**config.mk**
```make
export PLATFORM = sky130hd
export DESIGN_NAME = int8pe_requant_flat
export DESIGN_NICKNAME = d
export VERILOG_FILES = /design/src/rtl/int8pe_pkg.sv /design/src/rtl/int8pe_requant_if.sv /design/src/rtl/int8pe_res_fifo.sv /design/src/rtl/int8pe_requant.sv /design/src/flat_wrapper.sv
export SDC_FILE = /design/constraint.sdc
export NUM_CORES = 2
export LEC_CHECK = 0
export CAP_MARGIN = 20
export CELL_PAD_IN_SITES_DETAIL_PLACEMENT = 1
export CELL_PAD_IN_SITES_GLOBAL_PLACEMENT = 1
export CORE_MARGIN = 2
export CORE_UTILIZATION = 42
export DETAILED_ROUTE_END_ITERATION = 16
export GPL_TIMING_DRIVEN = 0
export HOLD_SLACK_MARGIN = 0.1
export PLACE_DENSITY_LB_ADDON = 0.1
export RECOVER_POWER = 25
export SYNTH_ARGS = -nofsm -noshare
export SYNTH_HDL_FRONTEND = slang
export SYNTH_SLANG_ARGS = --single-unit
export TNS_END_PERCENT = 100
```
**constraint.sdc**
```tcl
create_clock -name clk -period 7 [get_ports clk]
set_input_delay 1.4 -clock clk [delete_from_list [all_inputs] [get_ports clk]]
set_output_delay 1.4 -clock clk [all_outputs]
set_load 0.1 [all_outputs]
```
**src/rtl/int8pe_pkg.sv**
```systemverilog
// Shared types and constants for the int8 PE requantization drain stage.
package int8pe_pkg;

  localparam int unsigned ACC_W   = 32;
  localparam int unsigned PROD_W  = 48;
  localparam int unsigned SCALE_W = 16;
  localparam int unsigned SHIFT_W = 5;
  localparam int unsigned Q_W     = 8;
  localparam int          Q_MIN   = -128;
  localparam int          Q_MAX   = 127;

  typedef enum logic [1:0] {
    ST_IDLE,
    ST_ACCUM,
    ST_FLUSH,
    ST_CAPT
  } state_t;

  typedef struct packed {
    logic signed [SCALE_W-1:0] scale;
    logic [SHIFT_W-1:0]        shift;
  } rq_cfg_t;

endpackage

```
**src/rtl/int8pe_requant_if.sv**
```systemverilog
// Job request and result handshake bundle of the requant drain stage.
interface int8pe_requant_if #(
  parameter int unsigned LEN_W = 16
);
  import int8pe_pkg::*;

  logic                      job_valid;
  logic                      job_ready;
  logic [LEN_W-1:0]          job_len;
  logic signed [SCALE_W-1:0] job_scale;
  logic [SHIFT_W-1:0]        job_shift;
  logic                      res_valid;
  logic                      res_ready;
  logic signed [Q_W-1:0]     res_data;

  modport master (
    output job_valid, job_len, job_scale, job_shift, res_ready,
    input  job_ready, res_valid, res_data
  );

  modport slave (
    input  job_valid, job_len, job_scale, job_shift, res_ready,
    output job_ready, res_valid, res_data
  );

endinterface

```
**src/rtl/int8pe_res_fifo.sv**
```systemverilog
// Synchronous result FIFO with a registered head word and occupancy count.
module int8pe_res_fifo #(
  parameter  int unsigned W     = 8,
  parameter  int unsigned DEP   = 2,
  localparam int unsigned PTR_W = $clog2(DEP),
  localparam int unsigned CNT_W = $clog2(DEP + 1)
) (
  input  logic             clk,
  input  logic             rst,
  input  logic             push,
  input  logic [W-1:0]     wdata,
  input  logic             ready,
  output logic [W-1:0]     rdata,
  output logic             valid,
  output logic [CNT_W-1:0] count
);

  logic [W-1:0]     mem [DEP];
  logic [PTR_W-1:0] wr_ptr;
  logic [PTR_W-1:0] rd_ptr;
  logic [CNT_W-1:0] count_n;
  logic             do_pop;
  logic             do_push;

  assign do_pop  = valid && ready;
  assign do_push = push && ((count < CNT_W'(DEP)) || do_pop);

  always_comb begin
    count_n = count;
    case ({do_push, do_pop})
      2'b10:   count_n = count + CNT_W'(1);
      2'b01:   count_n = count - CNT_W'(1);
      default: count_n = count;
    endcase
  end

  // Head register follows whichever word becomes the oldest entry.
  always_ff @(posedge clk or posedge rst) begin
    if (rst) begin
      wr_ptr <= '0;
      rd_ptr <= '0;
      count  <= '0;
      valid  <= 1'b0;
      rdata  <= '0;
    end else begin
      count <= count_n;
      valid <= (count_n != '0);
      if (do_push) wr_ptr <= wr_ptr + PTR_W'(1);
      if (do_pop)  rd_ptr <= rd_ptr + PTR_W'(1);
      if (do_push && ((count == '0) || (do_pop && (count == CNT_W'(1)))))
        rdata <= wdata;
      else if (do_pop && (count > CNT_W'(1)))
        rdata <= mem[rd_ptr + PTR_W'(1)];
    end
  end

  always_ff @(posedge clk) begin
    if (do_push) mem[wr_ptr] <= wdata;
  end

endmodule

```
**src/rtl/int8pe_requant.sv**
```systemverilog
// Drain stage: tracks a PE job, waits out the PE pipeline, captures and requantizes the
// accumulator to int8, and buffers results for a valid/ready consumer.
module int8pe_requant
  import int8pe_pkg::*;
#(
  parameter int unsigned PE_LAT   = 6,
  parameter int unsigned LEN_W    = 16,
  parameter int unsigned FIFO_DEP = 2
) (
  input  logic                    clk,
  input  logic                    rst,
  int8pe_requant_if.slave         bus,
  input  logic                    beat_valid,
  input  logic signed [ACC_W-1:0] pe_acc,
  output logic                    pe_clr,
  output logic                    busy
);

  localparam int unsigned LAT_W = $clog2(PE_LAT + 1);
  localparam int unsigned CNT_W = $clog2(FIFO_DEP + 1);
  localparam int unsigned OCC_W = CNT_W + 2;
  localparam logic signed [PROD_W-1:0] SAT_HI = PROD_W'(Q_MAX);
  localparam logic signed [PROD_W-1:0] SAT_LO = PROD_W'(Q_MIN);

  state_t                    state, state_n;
  logic [LEN_W-1:0]          len_q, beat_cnt;
  logic [LAT_W-1:0]          lat_cnt;
  rq_cfg_t                   cfg_q;
  logic [SHIFT_W-1:0]        s1_shift;
  logic                      s1_vld, s2_vld;
  logic signed [PROD_W-1:0]  s1_prod, rnd_c, shr_c;
  logic signed [Q_W-1:0]     s2_res, q_c;
  logic [CNT_W-1:0]          fifo_count;
  logic [OCC_W-1:0]          occ;
  logic                      job_hs, last_beat, lat_done, capt;

  assign job_hs    = bus.job_valid && bus.job_ready;
  assign last_beat = (state == ST_ACCUM) && beat_valid && ((beat_cnt + LEN_W'(1)) == len_q);
  assign lat_done  = (lat_cnt == LAT_W'(PE_LAT - 1));
  // Results in the pipe or being captured hold a FIFO slot before they arrive.
  assign occ       = OCC_W'(fifo_count) + OCC_W'(s1_vld) + OCC_W'(s2_vld) + OCC_W'(capt);

  always_ff @(posedge clk or posedge rst) begin
    if (rst) state <= ST_IDLE;
    else     state <= state_n;
  end

  always_comb begin
    state_n = state;
    case (state)
      ST_IDLE:  if (job_hs)    state_n = ST_ACCUM;
      ST_ACCUM: if (last_beat) state_n = ST_FLUSH;
      ST_FLUSH: if (lat_done)  state_n = ST_CAPT;
      ST_CAPT:                 state_n = ST_IDLE;
      default:                 state_n = ST_IDLE;
    endcase
  end

  always_comb begin
    busy          = 1'b0;
    pe_clr        = 1'b0;
    capt          = 1'b0;
    bus.job_ready = 1'b0;
    busy          = (state != ST_IDLE);
    capt          = (state == ST_CAPT);
    pe_clr        = capt;
    bus.job_ready = !rst && (state == ST_IDLE) && (occ < OCC_W'(FIFO_DEP));
  end

  // Job configuration and beat/latency counters.
  always_ff @(posedge clk or posedge rst) begin
    if (rst) begin
      len_q    <= '0;
      beat_cnt <= '0;
      lat_cnt  <= '0;
      cfg_q    <= '0;
    end else begin
      if (job_hs) begin
        len_q       <= (bus.job_len == '0) ? LEN_W'(1) : bus.job_len;
        cfg_q.scale <= bus.job_scale;
        cfg_q.shift <= bus.job_shift;
        beat_cnt    <= '0;
      end else if ((state == ST_ACCUM) && beat_valid) begin
        beat_cnt <= beat_cnt + LEN_W'(1);
      end
      if (last_beat)              lat_cnt <= '0;
      else if (state == ST_FLUSH) lat_cnt <= lat_cnt + LAT_W'(1);
    end
  end

  // Round half up, arithmetic shift, saturate to int8.
  always_comb begin
    rnd_c = '0;
    if (s1_shift != '0) rnd_c = PROD_W'(1) << (s1_shift - SHIFT_W'(1));
    shr_c = (s1_prod + rnd_c) >>> s1_shift;
    if (shr_c > SAT_HI)      q_c = Q_W'(Q_MAX);
    else if (shr_c < SAT_LO) q_c = Q_W'(Q_MIN);
    else                     q_c = Q_W'(shr_c);
  end

  always_ff @(posedge clk or posedge rst) begin
    if (rst) begin
      s1_vld   <= 1'b0;
      s2_vld   <= 1'b0;
      s1_prod  <= '0;
      s1_shift <= '0;
      s2_res   <= '0;
    end else begin
      s1_vld <= capt;
      s2_vld <= s1_vld;
      if (capt) begin
        s1_prod  <= PROD_W'($signed(pe_acc)) * PROD_W'($signed(cfg_q.scale));
        s1_shift <= cfg_q.shift;
      end
      if (s1_vld) s2_res <= q_c;
    end
  end

  int8pe_res_fifo #(
    .W   (Q_W),
    .DEP (FIFO_DEP)
  ) u_fifo (
    .clk   (clk),
    .rst   (rst),
    .push  (s2_vld),
    .wdata (s2_res),
    .ready (bus.res_ready),
    .rdata (bus.res_data),
    .valid (bus.res_valid),
    .count (fifo_count)
  );

endmodule
```
**src/flat_wrapper.sv**
```systemverilog
// flat-port wrapper written by rule: the top's interface ports become plain ports
module int8pe_requant_flat import int8pe_pkg::*;
#(
  parameter int unsigned PE_LAT   = 6,
  parameter int unsigned LEN_W    = 16,
  parameter int unsigned FIFO_DEP = 2
)
  (clk, rst, beat_valid, pe_acc, pe_clr, busy, bus_job_valid, bus_job_len, bus_job_scale, bus_job_shift, bus_res_ready, bus_job_ready, bus_res_valid, bus_res_data);
  int8pe_requant_if #(.LEN_W(LEN_W)) bus_i ();
  input  logic clk;
  input  logic rst;
  input  logic beat_valid;
  input  logic signed [ACC_W-1:0] pe_acc;
  output logic pe_clr;
  output logic busy;
  input wire logic [$bits(bus_i.job_valid)-1:0] bus_job_valid;
  input wire logic [$bits(bus_i.job_len)-1:0] bus_job_len;
  input wire logic [$bits(bus_i.job_scale)-1:0] bus_job_scale;
  input wire logic [$bits(bus_i.job_shift)-1:0] bus_job_shift;
  input wire logic [$bits(bus_i.res_ready)-1:0] bus_res_ready;
  output wire logic [$bits(bus_i.job_ready)-1:0] bus_job_ready;
  output wire logic [$bits(bus_i.res_valid)-1:0] bus_res_valid;
  output wire logic [$bits(bus_i.res_data)-1:0] bus_res_data;
  assign bus_i.job_valid = bus_job_valid;
  assign bus_i.job_len = bus_job_len;
  assign bus_i.job_scale = bus_job_scale;
  assign bus_i.job_shift = bus_job_shift;
  assign bus_i.res_ready = bus_res_ready;
  assign bus_job_ready = bus_i.job_ready;
  assign bus_res_valid = bus_i.res_valid;
  assign bus_res_data = bus_i.res_data;
  int8pe_requant #(.PE_LAT(PE_LAT), .LEN_W(LEN_W), .FIFO_DEP(FIFO_DEP)) u_core (.clk(clk), .rst(rst), .bus(bus_i), .beat_valid(beat_valid), .pe_acc(pe_acc), .pe_clr(pe_clr), .busy(busy));
endmodule
```
# Word level (Yosys, flattened, before mapping)

Memories as Yosys holds them, arrays and structs flattened.
Cells that the tools add are included.
W data, S select, Z words.

Equal/unequal tests: 11
$add $sub $neg: 11
Order comparisons: 5
Multiply operators: 1
Shift operators: 2
Reductions and logical operators: 23
Multiplexer cells: 17

Operator list:

| kind                    | number |
|---|---|
| $add A48 B48 Y48        | 1 |
| $gt A48 B8 Y1 const B   | 1 |
| $lt A48 B8 Y1 const B   | 1 |
| $mul A32 B16 Y48        | 1 |
| $mux W16                | 3 |
| $mux W48                | 1 |
| $shl A1 B5 Y48 const A  | 1 |
| $sshr A48 B5 Y48        | 1 |
| $mux W8                 | 4 |
| $add A16 B1 Y16 const B | 1 |
| $eq A16 B16 Y1          | 1 |
| $logic_not A16 Y1       | 1 |
| $logic_and A1 B1 Y1     | 10 |
| $reduce_bool A2 Y1      | 5 |
| $add A4 B1 Y4           | 2 |
| $pmux W2 S4             | 1 |
| $eq A2 B1 Y1 const B    | 3 |
| $eq A2 B2 Y1 const B    | 3 |
| $mux W2                 | 3 |
| $mux W3                 | 2 |
| $ne A2 B1 Y1 const B    | 3 |
| $reduce_bool A5 Y1      | 1 |
| $sub A5 B1 Y5 const B   | 1 |
| $logic_not A2 Y1        | 2 |
| other kinds (14)        | 17 |

Input port bits: 74
Bits in registers: 134
Logic and storage cells: 87
Memories: 1
Bits in writable memories: 16

Memories:

| name              | words | bits a word | read ports | clocked after memory_dff | write ports | line                  | source |
|---|---|---|---|---|---|---|---|
| u_core.u_fifo.mem | 2     | 8           | 1          | 0                        | 1           | int8pe_res_fifo.sv:18 | `logic [W-1:0] mem [DEP];` |

# Longest topological paths before layout

Depth in word-level cells: 8
Mapped depth: 29
Gate-level depth less buffers: 28

# By module

Synthesis repeated with hierarchy kept, for this count alone.

Cells, all modules: 3564
Area, all modules: 30774.5 sq um

By module, submodules not included:

| module          | cells each | times used | sequential area each (sq um) | area each (sq um) |
|---|---|---|---|---|
| int8pe_requant  | 3482       | 1          | 3027.9                       | 29420.7 |
| int8pe_res_fifo | 82         | 1          | 805.8                        | 1353.8 |

# Worst setup path after synthesis

No wires, ideal clock.

Path kind: in2reg
From: input pe_acc[22]
To: register u_core.s1_prod[46]
Arrival time: 7.899 ns
Data required time: 6.875 ns
Cell stages on the path: 27
Setup slack: -1.024 ns
Path through: clkbuf_1 -> nand2_1 -> fa_1 -> inv_1 -> fa_1 -> inv_1 -> fa_1 -> fa_1 -> fa_1 -> inv_1 -> fa_1 -> ha_1 -> a21o_1 -> a21o_1 -> a21o_1 -> a21oi_1 -> o21ai_0 -> or3_1 -> o2111a_1 -> o21ai_0 -> a21oi_1 -> o41a_1 -> a21oi_1 -> a31o_2 -> o21ai_0 -> xor2_1 -> mux2_2

Longest elaborated chain between the ends: 1

RTL lines:

| element                | line                  | source |
|---|---|---|
| start: declaration     | flat_wrapper.sv:13    | `input logic signed [ACC_W-1:0] pe_acc;` |
| $mul A32 B16 Y48       | int8pe_requant.sv:112 | `s1_prod <= PROD_W'($signed(pe_acc)) * PROD_W'($signed(cfg_q.scale));` |
| end signal: assignment | int8pe_requant.sv:112 |  |
| end: declaration       | int8pe_requant.sv:31  | `logic signed [PROD_W-1:0] s1_prod, rnd_c, shr_c;` |

No other way between the ends.
A chain may end at the register's enable or synchronous reset.

# Worst setup path in the final report

From: input pe_acc[15]
To: register u_core.s1_prod[46]

The elaborated chain is that of the path after synthesis.

==> run_results.csv <==
group,metric,value,unit
cells_and_area,drive_above_1_share,13.1,%
logic_synthesis,synth_warnings,0,
min_path,min-delay-start,"u_core.u_fifo.wr_ptr$_DFFE_PP0P_",
route,routed_wl,128,mm
clock_tree,cts.sinks,150,
setup_path,start_kind,"primary input",
logic_synthesis,synth-seq-area-share,12.5,%
logic_synthesis,netlist_area,0.0307,mm²
route,routed.top_layer,"met5",
cells_and_area,final_cell_mix,"566 x nand2_1, 489 x inv_1, 476 x fa_1",
logic_synthesis,syn_inst,3572,
route,drt_iter0_drc,1966,
route,dr_wl_met2,62.1,mm
setup_path,crit_fanout,8,
grt,antenna_found_initial,8,
clock_tree,cts_max_level,4,
clock_tree,insertion_delay,0.47,ns
cells_and_area,n_fill_cell,8470,
logic_synthesis,synth_cell_types,106,
sta,rsz0062_at_grt,"yes",
min_path,hold_path.class,"reg -> reg",
logic_synthesis,yosys.area_share.simple,19.5,%
sta,tightest_slew,2.25,ns
die,die_area,0.0752,mm²
setup_path,worstReg2RegEnd,"u_core.s1_prod[46]$_DFFE_PP0P_",
sta,setup_viol,17,
placed_design,hpwl,105,mm
die,io_pins,86,
placed_design,pre_cts_slack,-2.77,ns
placed_design,finalWeightedCongestion,0.993,
sta,finalCritPeriodShare,113,%
logic_synthesis,synth-xor-area-share,3.63,%
grt,overflow,0,
logic_synthesis,synth_area_per_cell,8.58,µm²
logic_synthesis,muxShareOfSynthArea,4.13,%
sta,worst_slack,-0.921,ns
logic_synthesis,synthAdderAreaFrac,38.4,%
setup_path,critPathBufInv,3,
route,m1WireLength,53.2,mm
status,status,"complete, but fails checks",
route,viasPerCell,5.87,
sta,slew_violations,46,
setup_path,cpMaxStageDelayCell,"fa_1",
die,chipHeight,274,µm
min_path,hold_depth,1,
grt,grt_max_degree,91,
setup_path,critical_path_class,"in -> reg",
placed_design,placed_cell_area,0.0329,mm²
sta,fin_worst_skew,0.0227,ns
route,wl_per_cell,27.2,µm
logic_synthesis,syn_nets,4294,
logic_synthesis,synthTopCellsByArea,"fa_1 32%, dfrtp_1 11%, nand2_1 7.1%",
placed_design,numPortBuffers,85,
run,cap_violations,1,
logic_synthesis,synth_top_family_by_area,"adder cells",
route,wl_met3,6.40,mm
setup_path,cp.required,7.34,ns
route,dr.pass1.iters,6,
setup_path,arrival,8.26,ns
die,initial_core_util,42.2,%
sta,slew_headroom,-50.9,%
setup_path,r2r-start,"u_core.cfg_q[15]$_DFFE_PP0P_",
clock_tree,cts_buffers,17,
cells_and_area,final_common_cell,"nand2_1",
clock_tree,cts-root-buf,"clkbuf_16",
sta,hold_slack,0.503,ns
logic_synthesis,async_flop_share,89.3,%
sta,clock.fmax,0.126,GHz
cells_and_area,fin_area,0.0355,mm²
route,vias,27678,
setup_path,end_kind,"flop",
die,chipWidth,274,µm
grt,grt_usage,34.6,%
sta,tns,-8.35,ns
logic_synthesis,synth-edff-count,16,
route,drc,0,
setup_path,path_common_cell,"fa_1",
clock_tree,cts_tree,"yes",
setup_path,cp_top_family,"adder cells",
setup_path,r2r_slack,-0.91,ns
cells_and_area,fin_nets,4461,
sta,hold_viol,0,
route,ant_nets,0,
logic_synthesis,synth_compound_area_share,13.2,%
logic_synthesis,synth.top_cell.area_share,31.9,%
min_path,hold_path_end,"u_core.u_fifo.wr_ptr$_DFFE_PP0P_",
logic_synthesis,synthFlopType,"dfrtp_1",
sta,finalCriticalPeriod,7.92,ns
grt,grt_pass1_wl,193,mm
setup_path,rr_worst_depth,26,
die,row_count,99,
logic_synthesis,ys_ff_latch,150,
setup_path,critical-path-max-stage-delay,0.61,ns
status,violations,"max-capacitance violations, max-slew violations, negative setup slack",
clock_tree,clk_pin_slew,0.06,ns
logic_synthesis,synth_top_area_cell,"fa_1",
die,core_area,0.0726,mm²
cells_and_area,syn_to_final_growth,15.7,%
clock_tree,clockBufferDepth,2,
grt,grt_pass1_vias,30497,
==> worst reg2reg max path: cells and delay by family (launching register included) <==
kind / cells / cell delay (ns)
flip-flops: 1 / 0.50
multiplexers: 1 / 0.27
AND/OR/NAND/NOR: 2 / 0.67
buffers and inverters: 3 / 0.81
AO/OA/AOI/OAI: 12 / 2.14
XOR/XNOR: 1 / 0.19
adder cells (fa/ha/maj): 7 / 3.21
==> cell families after synthesis <==
kind of cell / Yosys count
adders and majority gates: 648
and+or+nand+nor: 1270
other: 1
xor gates and xnor gates: 127
AOI/OAI and AO/OA: 578
muxes: 104
DFF: 150
buffers and inverters: 694
==> metal layers <==
layer  vias up  track usage, %
met5         -               0
met4         6            15.4
met3       291            4.01
met2       902            59.0
met1     14474            44.2
li1      12005               -
==> Yosys cell counts, types with 8 or more instances <==
library cell	count
o21a_1	27
a31oi_1	24
o21ai_0	95
a21o_1	32
clkbuf_1	156
nand2_1	581
o22ai_1	10
nor2_1	199
nor2b_1	10
nand2b_1	51
o21bai_1	17
xnor2_1	88
dfrtp_1	134
buf_2	18
xor2_1	39
edfxtp_1	16
o221ai_1	13
or4_1	10
inv_1	501
fa_1	488
or3_1	19
nor3_1	52
a22o_1	8
nor4_1	16
ha_1	160
buf_1	10
mux2_2	51
and2_1	180
a211oi_1	37
o21ai_1	14
nand4_1	36
mux2i_1	40
nand3_1	53
mux4_2	13
or2_2	8
o211ai_1	26
and3_1	19
and4_1	12
o311ai_0	8
a311oi_1	8
a21oi_1	130
==> flip-flops by register name, summed over array words and instances (netlist names) <==
| signal | flops |
|---|---|
| u_core.lat_cnt | 3 |
| u_core.s1_prod | 48 |
| u_core.cfg_q | 21 |
| u_core.len_q | 16 |
| u_core.state | 2 |
| u_core.u_fifo.rd_ptr | 1 |
| u_core.u_fifo.valid | 1 |
| u_core.s2_vld | 1 |
| u_core.u_fifo.mem | 16 |
| u_core.beat_cnt | 16 |
| u_core.u_fifo.count | 2 |
| u_core.u_fifo.rdata | 8 |
| u_core.s1_vld | 1 |
| u_core.s1_shift | 5 |
| u_core.s2_res | 8 |
| u_core.u_fifo.wr_ptr | 1 |
==> how the worst max path moves through the flow <==
stage	start	to	slack, ns	depth (start not counted)
2_1_floorplan	pe_acc[22]	u_core.s1_prod[46]$_DFFE_PP0P_	-0.75	27
3_3_place_gp	pe_acc[14]	u_core.s1_prod[47]$_DFFE_PP0P_	-2.74	25
3_5_place_dp	pe_acc[6]	u_core.s1_prod[47]$_DFFE_PP0P_	-2.77	29
4_1_cts	pe_acc[19]	u_core.s1_prod[46]$_DFFE_PP0P_	-0.86	28
5_1_grt	pe_acc[19]	u_core.s1_prod[46]$_DFFE_PP0P_	-1.05	28
6_report	pe_acc[15]	u_core.s1_prod[46]$_DFFE_PP0P_	-0.92	26
==> stage by stage <==
step                      util (%)  std cells
after floorplan                  -       3572
after global placement        45.3       4616
after detailed placement      45.4       4619
after CTS                     48.1       4691
after global routing          48.9       4713
final                         48.9       4714
==> area by class of cell <==
cell class              count  area (µm²)  share of cell area [%]
diodes                      3        7.51                  0.0212
plain buffers             186        1310                    3.69
clock buffers              18         429                    1.21
clock inverters            14         159                   0.448
inverters                 505        1910                    5.37
multi-input cells        2728       25100                    70.7
flip-flops and latches    150        3840                    10.8
well taps                 959        1200                    3.38
repair buffers            151        1530                    4.32
==> what timing repair did <==
action / CTS / global route
hold buffers: 0 / 0
endpoints found under the setup margin: 43 / 30
pin swaps: 62 / 44
buffers inserted: 41 / 19
gates cloned: 2 / 1
gates resized for setup: 434 / 113
Power is left out: the tool's default activity adds up to more than one toggle a clock period on the data nets, which glitch-free logic cannot reach.
